==> src/rtl/adc_px_capture_mc.sv <==
// Multi-channel serial ADC capture: one shared CS/SCLK, per-channel deserialisers,
// byte-lane packing into 32-bit words with a single-entry output register.
module adc_px_capture_mc #(
    parameter int NCH        = 4,
    parameter int ADC_BITS   = 8,
    parameter int FRAME_BITS = 16,
    parameter int LEAD_BITS  = 3,
    parameter int SCLK_DIV   = 2,
    parameter int QUIET_CYC  = 4,
    parameter int PACK       = 4
) (
    input  logic              clk,
    input  logic              reset,
    input  logic              start,
    input  logic              continuous,
    input  logic              flush,
    input  logic              clr_overflow,
    input  logic [NCH-1:0]    miso,
    output logic              cs,
    output logic              sclk,
    output logic              busy,
    output logic              px_valid,
    output logic [NCH*8-1:0]  px_data,
    output logic              word_valid,
    input  logic              word_ready,
    output logic [NCH*32-1:0] word_data,
    output logic              overflow
);

    localparam int CNT_MAX = (SCLK_DIV > QUIET_CYC) ? SCLK_DIV : QUIET_CYC;
    localparam int CW      = $clog2(CNT_MAX + 1);
    localparam int HW      = $clog2(2 * FRAME_BITS + 1);
    localparam int PW      = (PACK > 1) ? $clog2(PACK) : 1;

    localparam logic [CW-1:0] DIV_LAST   = CW'(SCLK_DIV - 1);
    localparam logic [CW-1:0] QUIET_LAST = CW'(QUIET_CYC - 1);
    localparam logic [HW-1:0] HALF_LAST  = HW'(2 * FRAME_BITS);
    localparam logic [HW-1:0] H_FIRST    = HW'(2 * LEAD_BITS);
    localparam logic [HW-1:0] H_LAST     = HW'(2 * (LEAD_BITS + ADC_BITS - 1));
    localparam logic [PW-1:0] PACK_LAST  = PW'(PACK - 1);

    typedef enum logic [1:0] {IDLE, SETUP, SHIFT, QUIET} state_t;

    state_t                    state_q, state_d;
    logic [CW-1:0]             cnt_q, cnt_d;
    logic [HW-1:0]             half_q, half_d;
    logic [NCH*ADC_BITS-1:0]   sh_q, sh_d;
    logic [PW-1:0]             pack_cnt_q, pack_cnt_d;
    logic [NCH*32-1:0]         pack_buf_q, pack_buf_d;
    logic                      cs_d, sclk_d, px_valid_d, word_valid_d, overflow_d;
    logic [NCH*8-1:0]          px_data_d;
    logic [NCH*32-1:0]         word_data_d, word_new;
    logic                      tick, sample, px_done, complete;

    assign busy = (state_q != IDLE);

    always_comb begin
        state_d      = state_q;
        cnt_d        = cnt_q;
        half_d       = half_q;
        cs_d         = cs;
        sclk_d       = sclk;
        sh_d         = sh_q;
        px_valid_d   = 1'b0;
        px_data_d    = px_data;
        pack_cnt_d   = pack_cnt_q;
        pack_buf_d   = pack_buf_q;
        word_valid_d = word_valid;
        word_data_d  = word_data;
        overflow_d   = overflow;
        word_new     = '0;
        sample       = 1'b0;
        px_done      = 1'b0;
        complete     = 1'b0;
        tick         = (cnt_q == DIV_LAST);

        case (state_q)
            IDLE: begin
                cnt_d  = '0;
                half_d = '0;
                cs_d   = 1'b1;
                sclk_d = 1'b1;
                if (start) begin
                    state_d = SETUP;
                    cs_d    = 1'b0;
                end
            end
            SETUP: begin
                cs_d   = 1'b0;
                sclk_d = 1'b1;
                cnt_d  = cnt_q + 1'b1;
                if (tick) begin
                    state_d = SHIFT;
                    cnt_d   = '0;
                    half_d  = '0;
                    sclk_d  = 1'b0;
                end
            end
            SHIFT: begin
                cnt_d = cnt_q + 1'b1;
                if (tick) begin
                    cnt_d  = '0;
                    sclk_d = ~sclk;
                    sample = ~sclk;
                    // Final low half: the return to idle-high is the last sampling rise.
                    if (half_q == HALF_LAST) begin
                        state_d = QUIET;
                        cs_d    = 1'b1;
                        sclk_d  = 1'b1;
                        px_done = 1'b1;
                    end else begin
                        half_d = half_q + 1'b1;
                    end
                end
            end
            QUIET: begin
                cs_d   = 1'b1;
                sclk_d = 1'b1;
                cnt_d  = cnt_q + 1'b1;
                if (cnt_q == QUIET_LAST) begin
                    cnt_d = '0;
                    if (continuous) begin
                        state_d = SETUP;
                        cs_d    = 1'b0;
                    end else begin
                        state_d = IDLE;
                    end
                end
            end
            default: state_d = IDLE;
        endcase

        // Rising edges land on even half indices; half/2 is the frame bit number.
        if (sample && half_q >= H_FIRST && half_q <= H_LAST) begin
            for (int unsigned ch = 0; ch < NCH; ch++) begin
                sh_d[ch*ADC_BITS +: ADC_BITS] = (sh_q[ch*ADC_BITS +: ADC_BITS] << 1)
                                              | ADC_BITS'(miso[ch]);
            end
        end

        if (px_done) begin
            px_valid_d = 1'b1;
            for (int unsigned ch = 0; ch < NCH; ch++) begin
                px_data_d[ch*8 +: 8] = 8'(sh_d[ch*ADC_BITS +: ADC_BITS]);
                pack_buf_d[ch*32 + 8*32'(pack_cnt_q) +: 8] = 8'(sh_d[ch*ADC_BITS +: ADC_BITS]);
            end
            if (pack_cnt_q == PACK_LAST || flush) begin
                complete = 1'b1;
            end else begin
                pack_cnt_d = pack_cnt_q + 1'b1;
            end
        end else if (flush && pack_cnt_q != '0) begin
            complete = 1'b1;
        end

        if (complete) begin
            word_new   = pack_buf_d;
            pack_buf_d = '0;
            pack_cnt_d = '0;
        end

        if (clr_overflow) overflow_d = 1'b0;
        if (word_valid && word_ready) word_valid_d = 1'b0;
        if (complete) begin
            if (!word_valid || word_ready) begin
                word_valid_d = 1'b1;
                word_data_d  = word_new;
            end else begin
                overflow_d = 1'b1;
            end
        end
    end

    always_ff @(posedge clk or negedge reset) begin
        if (!reset) begin
            state_q    <= IDLE;
            cnt_q      <= '0;
            half_q     <= '0;
            sh_q       <= '0;
            pack_cnt_q <= '0;
            pack_buf_q <= '0;
            cs         <= 1'b1;
            sclk       <= 1'b1;
            px_valid   <= 1'b0;
            px_data    <= '0;
            word_valid <= 1'b0;
            word_data  <= '0;
            overflow   <= 1'b0;
        end else begin
            state_q    <= state_d;
            cnt_q      <= cnt_d;
            half_q     <= half_d;
            sh_q       <= sh_d;
            pack_cnt_q <= pack_cnt_d;
            pack_buf_q <= pack_buf_d;
            cs         <= cs_d;
            sclk       <= sclk_d;
            px_valid   <= px_valid_d;
            px_data    <= px_data_d;
            word_valid <= word_valid_d;
            word_data  <= word_data_d;
            overflow   <= overflow_d;
        end
    end

endmodule

==> config.mk <==
export PLATFORM = sky130hd
export DESIGN_NAME = adc_px_capture_mc
export DESIGN_NICKNAME = d
export VERILOG_FILES = /design/src/rtl/adc_px_capture_mc.sv
export SDC_FILE = /design/constraint.sdc
export NUM_CORES = 1
export LEC_CHECK = 0
export CAP_MARGIN = 10
export CELL_PAD_IN_SITES_DETAIL_PLACEMENT = 0
export CELL_PAD_IN_SITES_GLOBAL_PLACEMENT = 1
export CORE_ASPECT_RATIO = 1.2
export CORE_MARGIN = 5
export CORE_UTILIZATION = 40
export CTS_CLUSTER_DIAMETER = 60
export DETAILED_ROUTE_END_ITERATION = 10
export GPL_TIMING_DRIVEN = 1
export HOLD_SLACK_MARGIN = 0.06
export PLACE_DENSITY = 0.84
export SYNTH_ARGS = -nofsm -noshare
export SYNTH_HDL_FRONTEND = slang
export SYNTH_SLANG_ARGS = --single-unit
==> constraint.sdc <==
create_clock -name clk -period 4.6 [get_ports clk]
set_clock_uncertainty 0.15 [all_clocks]
set_input_delay 0.92 -clock clk [delete_from_list [all_inputs] [get_ports clk]]
set_output_delay 0.92 -clock clk [all_outputs]
set_load 0.02 [all_outputs]
# ---- Word-level counts from Yosys, hierarchy flattened
# Index checks and enable logic that the tools add are counted.
dict set report classes {
  n_bitwise 5
  n_shift 8
  n_reduce_logical 19
  eq_ne 14
  n_mux 49
  order_cmp 2
  add_sub_neg 10
}
# cell count
set ops {}
lappend ops {{$bwmux 128} 4}
lappend ops {{$shift 8x34->128 const A} 4}
lappend ops {{$shiftx 8x34->128} 4}
lappend ops {{$mux 128} 2}
lappend ops {{$neg 8->34} 2}
lappend ops {{$neg 5->34} 1}
lappend ops {{$neg 7->34} 1}
lappend ops {{$mux 32} 1}
lappend ops {{$or 8x1->8} 4}
lappend ops {{$mux 1} 24}
lappend ops {{$mux 6} 3}
lappend ops {{$pmux 6 s3} 1}
lappend ops {{$add 7x5->8 const A} 2}
lappend ops {{$mux 2} 8}
lappend ops {{$ne 2x2->1 const B} 7}
lappend ops {{$pmux 3 s3} 1}
lappend ops {{$pmux 2 s4} 1}
lappend ops {{$add 6x5->7 const A} 1}
lappend ops {{$add 6x1->6 const B} 1}
lappend ops {{$eq 2x2->1 const B} 3}
lappend ops {{$eq 6x6->1 const B} 1}
lappend ops {{$ge 6x3->1 const B} 1}
lappend ops {{$le 6x5->1 const B} 1}
lappend ops {{$mux 3} 2}
lappend ops {{other kinds (18)} 27}
dict set report word_totals {
  output_inout_bits 166
  reg_bits 338
}

# ---- Depth between registers and ports, before layout
# Gate-level depths: netlist of the first run.
dict set report logic_depth {
  word_depth 13
  mapped_depth 12
  depth_no_buf 9
}

# ---- Worst setup path before layout of the first run
# OpenSTA, ideal clock, no wires.
dict set report synth_timing {
  path_kind {flip-flop to flip-flop}
  from {register pack_cnt_q[0]}
  to {register word_data[62]}
  t_arrival_ps 2542
  period_less_slack_ps 2775
  slack_ps 1825
  required_ps 4367
  path_buffers 3
  setup_time_ps 83
  path_stages_with_launch 12
  cell_sequence {dfrtp_1 -> buf_2 -> inv_1 -> ha_1 -> buf_2 -> nor2_1 -> nand3_1 -> nor2_1 -> clkbuf_1 -> a22o_1 -> o21ai_1 -> o21ai_0}
}
dict set report synth_via {
  elab_chain_cells 7
  elab_cells_between_ends 28
  classes_between {add/sub (7); eq/ne (1); shift (8); mux (8); reduce/logical (4)}
}
# element line
set synth_rtl {}
lappend synth_rtl {{start: declaration} 48} ;# logic [PW-1:0] pack_cnt_q, pack_cnt_d;
lappend synth_rtl {{start signal: assignment} 194} ;# pack_cnt_q <= pack_cnt_d;
lappend synth_rtl {{$add 6x5->7 / $neg 5->34 (equally long branches)} 145} ;# pack_buf_d[ch*32 + 8*32'(pack_cnt_q) +: 8] = 8'(sh_d[ch*ADC_BITS +: ADC_BITS]);
lappend synth_rtl {{$neg 7->34 (tied with other cells)} 145}
lappend synth_rtl {{$shiftx 8x34->128 (tied with other cells)} 145}
lappend synth_rtl {{$bwmux 128 (3 in series)} 145}
lappend synth_rtl {{$mux 128} 141} ;# if (px_done) begin
lappend synth_rtl {{end signal: assignment} 201} ;# word_data <= word_data_d;
lappend synth_rtl {{end: declaration} 26} ;# output logic [NCH*32-1:0] word_data,
# Parallel ways exist; a longest one is shown, timed or not.
# A chain may end at the register's enable or synchronous reset.

# ---- Worst setup path in the final report of the first run
dict set report layout_timing {
  from {register pack_cnt_q[0]}
  to {register word_data[82]}
}
# Same word-level chain as after synthesis.

==> metrics.txt, run 1 <==
RSZ-0062 raised after global routing false; Worst-Margin Slew 1.096 ns; maximum clock insertion buffer count 3; number of I/O port buffers 176; CTS Root Cell clkbuf_16; Main synth FF type dfrtp_1; total CTS buffers 36; fraction of layout cells with a size suffix above 1 9.096%; Post-synth EDFFs 0; final-layout fill cell count 3354; first-pass GRT wire length between 60000 and 70000 um; leakage power 8.123 nW; clk slew on worst S/H paths 0.07 ns; post-synthesis register bit count 338; CP max FO 18; postcts setup bufs 0; WP data required a little under 5 ns; fmax 254.7 MHz; DR WL/cell about 21 um; first-iteration detailed-routing DRC count 1158; final setup vio count 0; total vias in the final route 11800; cell family with most CP delay simple AND/OR/NAND/NOR gates; Final Cycle Share 85.34%; Synthesized Nets 1492; worst path cell trace inv_1 > ha_1 > nand2_1 > nor3b_2 > buf_4 > a221o_1 > nand2_1 > o31ai_1; ys async rst share 100.0%; slowest CP cell nor3b_2; power density over the cells 351.5 nW/um^2; Die X-Extent 185.2 um; Initial Utilization 40.24%; total design power 0.006362 W; cts repair resizes 0; detailed-route DRC error count 0; Vias/cell 5.617; largest net degree at the start of global routing 94; Final Non-Filler Cells 2101; CTS Hold Buffers Added 0; DP Cell Count 2034; diode count 0; crit-path max cell delay 0.82 ns; sequential element share of the synthesized area 57.44%; IO Count 177; drt pass-1 iters 5; Die Span Y approximately 220 um; total negative slack 0 ns; multi-input logic area 5628 um^2; vias in the first global route about 12000; clk sinks 338; Gate Count Post-Synth 1462; status complete, no violations; Worst setup SP type register; core area 36610 um^2; yosys warns 0; Final Hold Fails 0; Crit. End Element register; Skew-Pair Late Insertion Delay 0.53 ns; DP Worst Slack roughly 0.81 ns; Post-Syn Area per Cell 10.08 um^2; Max-Slew Margin vs Limit roughly a quarter; Placer Congestion 0.8679; library cells used by synthesis 59; P&R area growth vs syn 22.88%; Die ar. 40780 um^2; antenna violations before repair 0; CP dominant cell by count nand2_1; Global Route Usage Sum between 20% and 30%; fin crit period approximately 3.9 ns; Crit Path Class register to register; worst r2r src pack_cnt_q[0]; HP Class input pin to asynchronous set/reset pin; Post-DP HPWL ~30000 um; CP Data Arrival Time 4.20 ns; CTS H-tree lvls 2; Reg area 8461 um^2; largest vdd supply drop 220.0 uV; synthesized area 14730 um^2; fin. max-slew vios 0; Worst Setup SP pack_cnt_q[0]; maxcap violations 0; final WL roughly 44000 um; layout net count 1629; total global routing overflow 0; Buf+Inv Stages, Crit Path 2; worst setup margin between 0.6 and 0.7 ns; CTS tree yes; Antenna Nets Post-Route 0; FP Rows 77
[per-layer routing]
layer	wire, um	vias up	part of all wire (%)	track usage, %
met5	0	-	0	0
met4	1606	0	3.7	7.660
met3	2927	97	6.7	3.650
met2	20970	472	48	35.05
met1	18490	5848	42	28.89
li1	-	5385	-	-
[synthesized netlist by cell type, types with 3 or more instances]
master     number  area [um^2]
o21a_1          3        22.52
o21ai_1        56        280.3
o22ai_1        33        206.5
a22o_1         13        113.9
o31ai_2         4        50.05
o31ai_1        13        97.59
buf_2          16        80.08
nand2b_1        3        18.77
clkbuf_1       77        289.0
a21o_1         13        97.59
a21oi_1        37        185.2
nor3_1         19        95.09
o21ai_0       165        825.8
nor3b_1         3        22.52
mux2i_1        19        190.2
dfrtp_1       336         8408
inv_4           4        25.02
nand4_1         3        18.77
o211ai_1        3        22.52
o2bb2ai_1       9        78.83
nand2_1       227        852.1
buf_1           8        30.03
a221o_1        40        400.4
inv_1          21        78.83
and2_1          6        37.54
nor2b_1         3        18.77
a22oi_1        50        375.4
inv_2          21        78.83
buf_6           3        33.78
ha_1           19        237.7
nand3_1         4        20.02
nor2_1        181        679.4
mux2i_4        14        315.3
o211ai_2        6        75.07
[final timing paths]
| kind | to | cells past startpoint | slack [ns] |
|---|---|---|---|
| max | word_data[82] | 8 | 0.67 |
| min | word_data[127] | 1 | 0.27 |
| max reg2reg | word_data[82] | 8 | 0.67 |
| min reg2reg | word_data[12] | 2 | 0.33 |
| max in group asynchronous | word_data[42] | 2 | 3.07 |
| min in group clk | word_data[12] | 2 | 0.33 |
[layout make-up]
type / count / share of cell area [%]
inverters: 46 / 1.009
flip-flops and latches: 338 / 46.74
repair buffers: 206 / 11.37
clock inverters: 12 / 0.8226
clock buffers: 54 / 5.689
multi-input cells: 971 / 31.09
well taps: 474 / 3.276
[registers in the layout (all words and copies together) (netlist names)]
signal      cells
sh_q           32
cs              1
overflow        1
word_data     128
pack_cnt_q      2
word_valid      1
pack_buf_q    128
px_data        32
sclk            1
state_q         2
px_valid        1
cnt_q           3
half_q          6
[through the flow]
stage	utilization, %	area (um^2)	hold slack (ns)
floorplan	-	14730	0.2870
global placement	46.19	16910	0.3007
detailed placement	46.19	16910	0.3194
CTS	49.41	18090	0.2854
global route	49.44	18100	0.3245
finish	49.44	18100	0.2714
[cell usage in the layout, fill, tap and decap left out, types with 33 or more instances in the layout]
master / count
dfrtp_1: 336
o22ai_1: 33
clkdlybuf4s50_1: 175
a21oi_1: 37
a22oi_1: 50
clkbuf_16: 37
nor2_1: 181
a221o_1: 40
o21ai_0: 165
o21ai_1: 56
nand2_1: 226
[power breakdown]
group | internal (W) | total [W] | switching (W)
Sequential | 0.00302 | 0.00305 | 0.0000365
Combinational | 0.000152 | 0.000410 | 0.000258
Clock | 0.00173 | 0.00290 | 0.00117
Total | 0.00490 | 0.00636 | 0.00147
[logic make-up (layout without fill, tap and decap cells)]
| group | Yosys count | after routing | share of synthesized area (%) |
|---|---|---|---|
| buffers and inverters | 153 | 318 | 4.502 |
| DFF | 338 | 338 | 57.44 |
| adders and majority gates | 19 | 19 | 1.614 |
| muxes | 34 | 34 | 3.508 |
| AOI/OAI and AO/OA | 456 | 456 | 20.07 |
| and+or+nand+nor | 462 | 462 | 12.87 |
Note: power is estimated with default switching activity, not from simulation.
==> run 2: changes to the inputs <==
- CAP_MARGIN: 10 -> unset
==> metrics.txt, run 2 (synthesis results as in run 1) <==
DR WL/cell 20.89 um (-0.22%); Final Non-Filler Cells 2100 (-0.048%); power density over the cells 351.8 nW/um^2 (about the same); HP Class input pin to asynchronous set/reset pin; CTS Root Cell clkbuf_16; Global Route Usage Sum 21.40% (unchanged); first-pass GRT wire length 68440 um (unchanged); fraction of layout cells with a size suffix above 1 9.041% (-0.056 points); layout net count 1628 (-0.061%); total global routing overflow 0 (unchanged); antenna violations before repair 0 (unchanged); postcts setup bufs 0 (unchanged); CP Data Arrival Time 4.24 ns (+0.04 ns); diode count 0 (unchanged); detailed-route DRC error count 0 (unchanged); Initial Utilization 40.24% (unchanged); CP max FO 18 (unchanged); fin. max-slew vios 0 (unchanged); Die ar. 40780 um^2 (unchanged); vias in the first global route 11590 (unchanged); Skew-Pair Late Insertion Delay 0.53 ns (about the same); RSZ-0062 raised after global routing false; largest net degree at the start of global routing 94 (unchanged); clk sinks 338 (unchanged); Placer Congestion 0.8679 (unchanged); largest vdd supply drop 219.9 uV (about the same); clk slew on worst S/H paths 0.07 ns (about the same); met3 Resource Use GR 3.650% (unchanged); final WL 43870 um (-0.27%); cts repair resizes 0 (unchanged); Vias/cell 5.581 (-0.65%); DP Worst Slack 0.8115 ns (unchanged); CTS tree yes; Crit. End Element register; Die Span Y 220.2 um (unchanged); WP data required 4.87 ns (about the same); total CTS buffers 36 (unchanged); Max-Slew Margin vs Limit 12.67% (-14 points); core area 36610 um^2 (unchanged); GR peak layer met2; Worst-Margin Slew 1.306 ns (+0.2102 ns); total vias in the final route 11720 (-0.69%); fin crit period 3.967 ns (+0.04173 ns); FP Rows 77 (unchanged); Post-DP HPWL 29760 um (unchanged); commonest cells after routing, fill and taps aside dfrtp_1, nand2_1, nor2_1; P&R area growth vs syn 22.81% (about the same); Worst setup SP type register; leakage power 8.117 nW (about the same); IO Count 177 (unchanged); fmax 252.1 MHz (-1.1%); number of I/O port buffers 176 (unchanged); Antenna Nets Post-Route 0 (unchanged); commonest non-fill, non-tap cell in the layout dfrtp_1; Final Cycle Share 86.25% (+0.91 points); status complete, no violations; Final Hold Fails 0 (unchanged); met1 usage 28.89% (unchanged); DP Cell Count 2034 (unchanged); CTS H-tree lvls 2 (unchanged); Crit Path Class register to register; Die X-Extent 185.2 um (unchanged); maximum clock insertion buffer count 3 (unchanged); final-layout fill cell count 3356 (+0.060%); CTS Hold Buffers Added 0 (unchanged); final setup vio count 0 (unchanged); GR Util met2 35.05% (unchanged); total negative slack 0 ns (unchanged); worst setup margin 0.6326 ns (-0.04173 ns); first-iteration detailed-routing DRC count 1100 (-5.0%); drt pass-1 iters 6 (+1); maxcap violations 0 (unchanged); Largest regs pack_buf_q (128), word_data (128)
run 2: final cells by class:
class	count	area (um^2)	area share [%]
repair buffers	205	2047	11.32
multi-input cells	971	5628	31.11
flip-flops and latches	338	8461	46.77
clock buffers	54	1030	5.692
inverters	46	182.7	1.010
clock inverters	12	148.9	0.8231
well taps	474	593.1	3.278
run 2: stage by stage:
| step | utilization [%] | hold slack [ns] | instance area, um^2 | total power [W] |
|---|---|---|---|---|
| global placement | 46.19 | 0.3007 | 16910 | 0.003506 |
| global route | 49.41 | 0.3245 | 18090 | 0.006608 |
| CTS | 49.41 | 0.2854 | 18090 | 0.006436 |
| finish | 49.41 | 0.2694 | 18090 | 0.006364 |
| floorplan | - | 0.2870 | 14730 | 0.003346 |
| detailed placement | 46.19 | 0.3194 | 16910 | 0.003521 |
run 2: worst max-delay path, cell delays in order, from the launching register on:
cell     delay, ns
dfrtp_1       0.64
inv_1         0.24
ha_1          0.53
nand2_1       0.52
nor3b_2       0.83
buf_4         0.39
a221o_1       0.19
nand2_1       0.07
o31ai_1       0.30
run 2: worst paths after layout:
kind	startpoint	end	slack, ns	cells past startpoint
worst max-delay path	pack_cnt_q[0]	word_data[82]	0.63	8
worst min-delay path	reset	word_data[127]	0.27	1
worst max register to register	pack_cnt_q[0]	word_data[82]	0.63	8
worst min register to register	word_data[12]	word_data[12]	0.33	2
max in group asynchronous	reset	word_data[44]	3.07	2
min in group clk	word_data[12]	word_data[12]	0.33	2
run 2: report_power, final:
part | switching, W | internal, W
logic | 0.000259 | 0.000152
registers | 0.0000363 | 0.00302
clock network | 0.00117 | 0.00173
run 2: metal layers:
layer / vias to the layer above / part of all wire (%)
met3: 92 / 6.9
li1: 5397 / -
met2: 463 / 48
met5: - / 0
met4: 0 / 3.6
met1: 5768 / 42
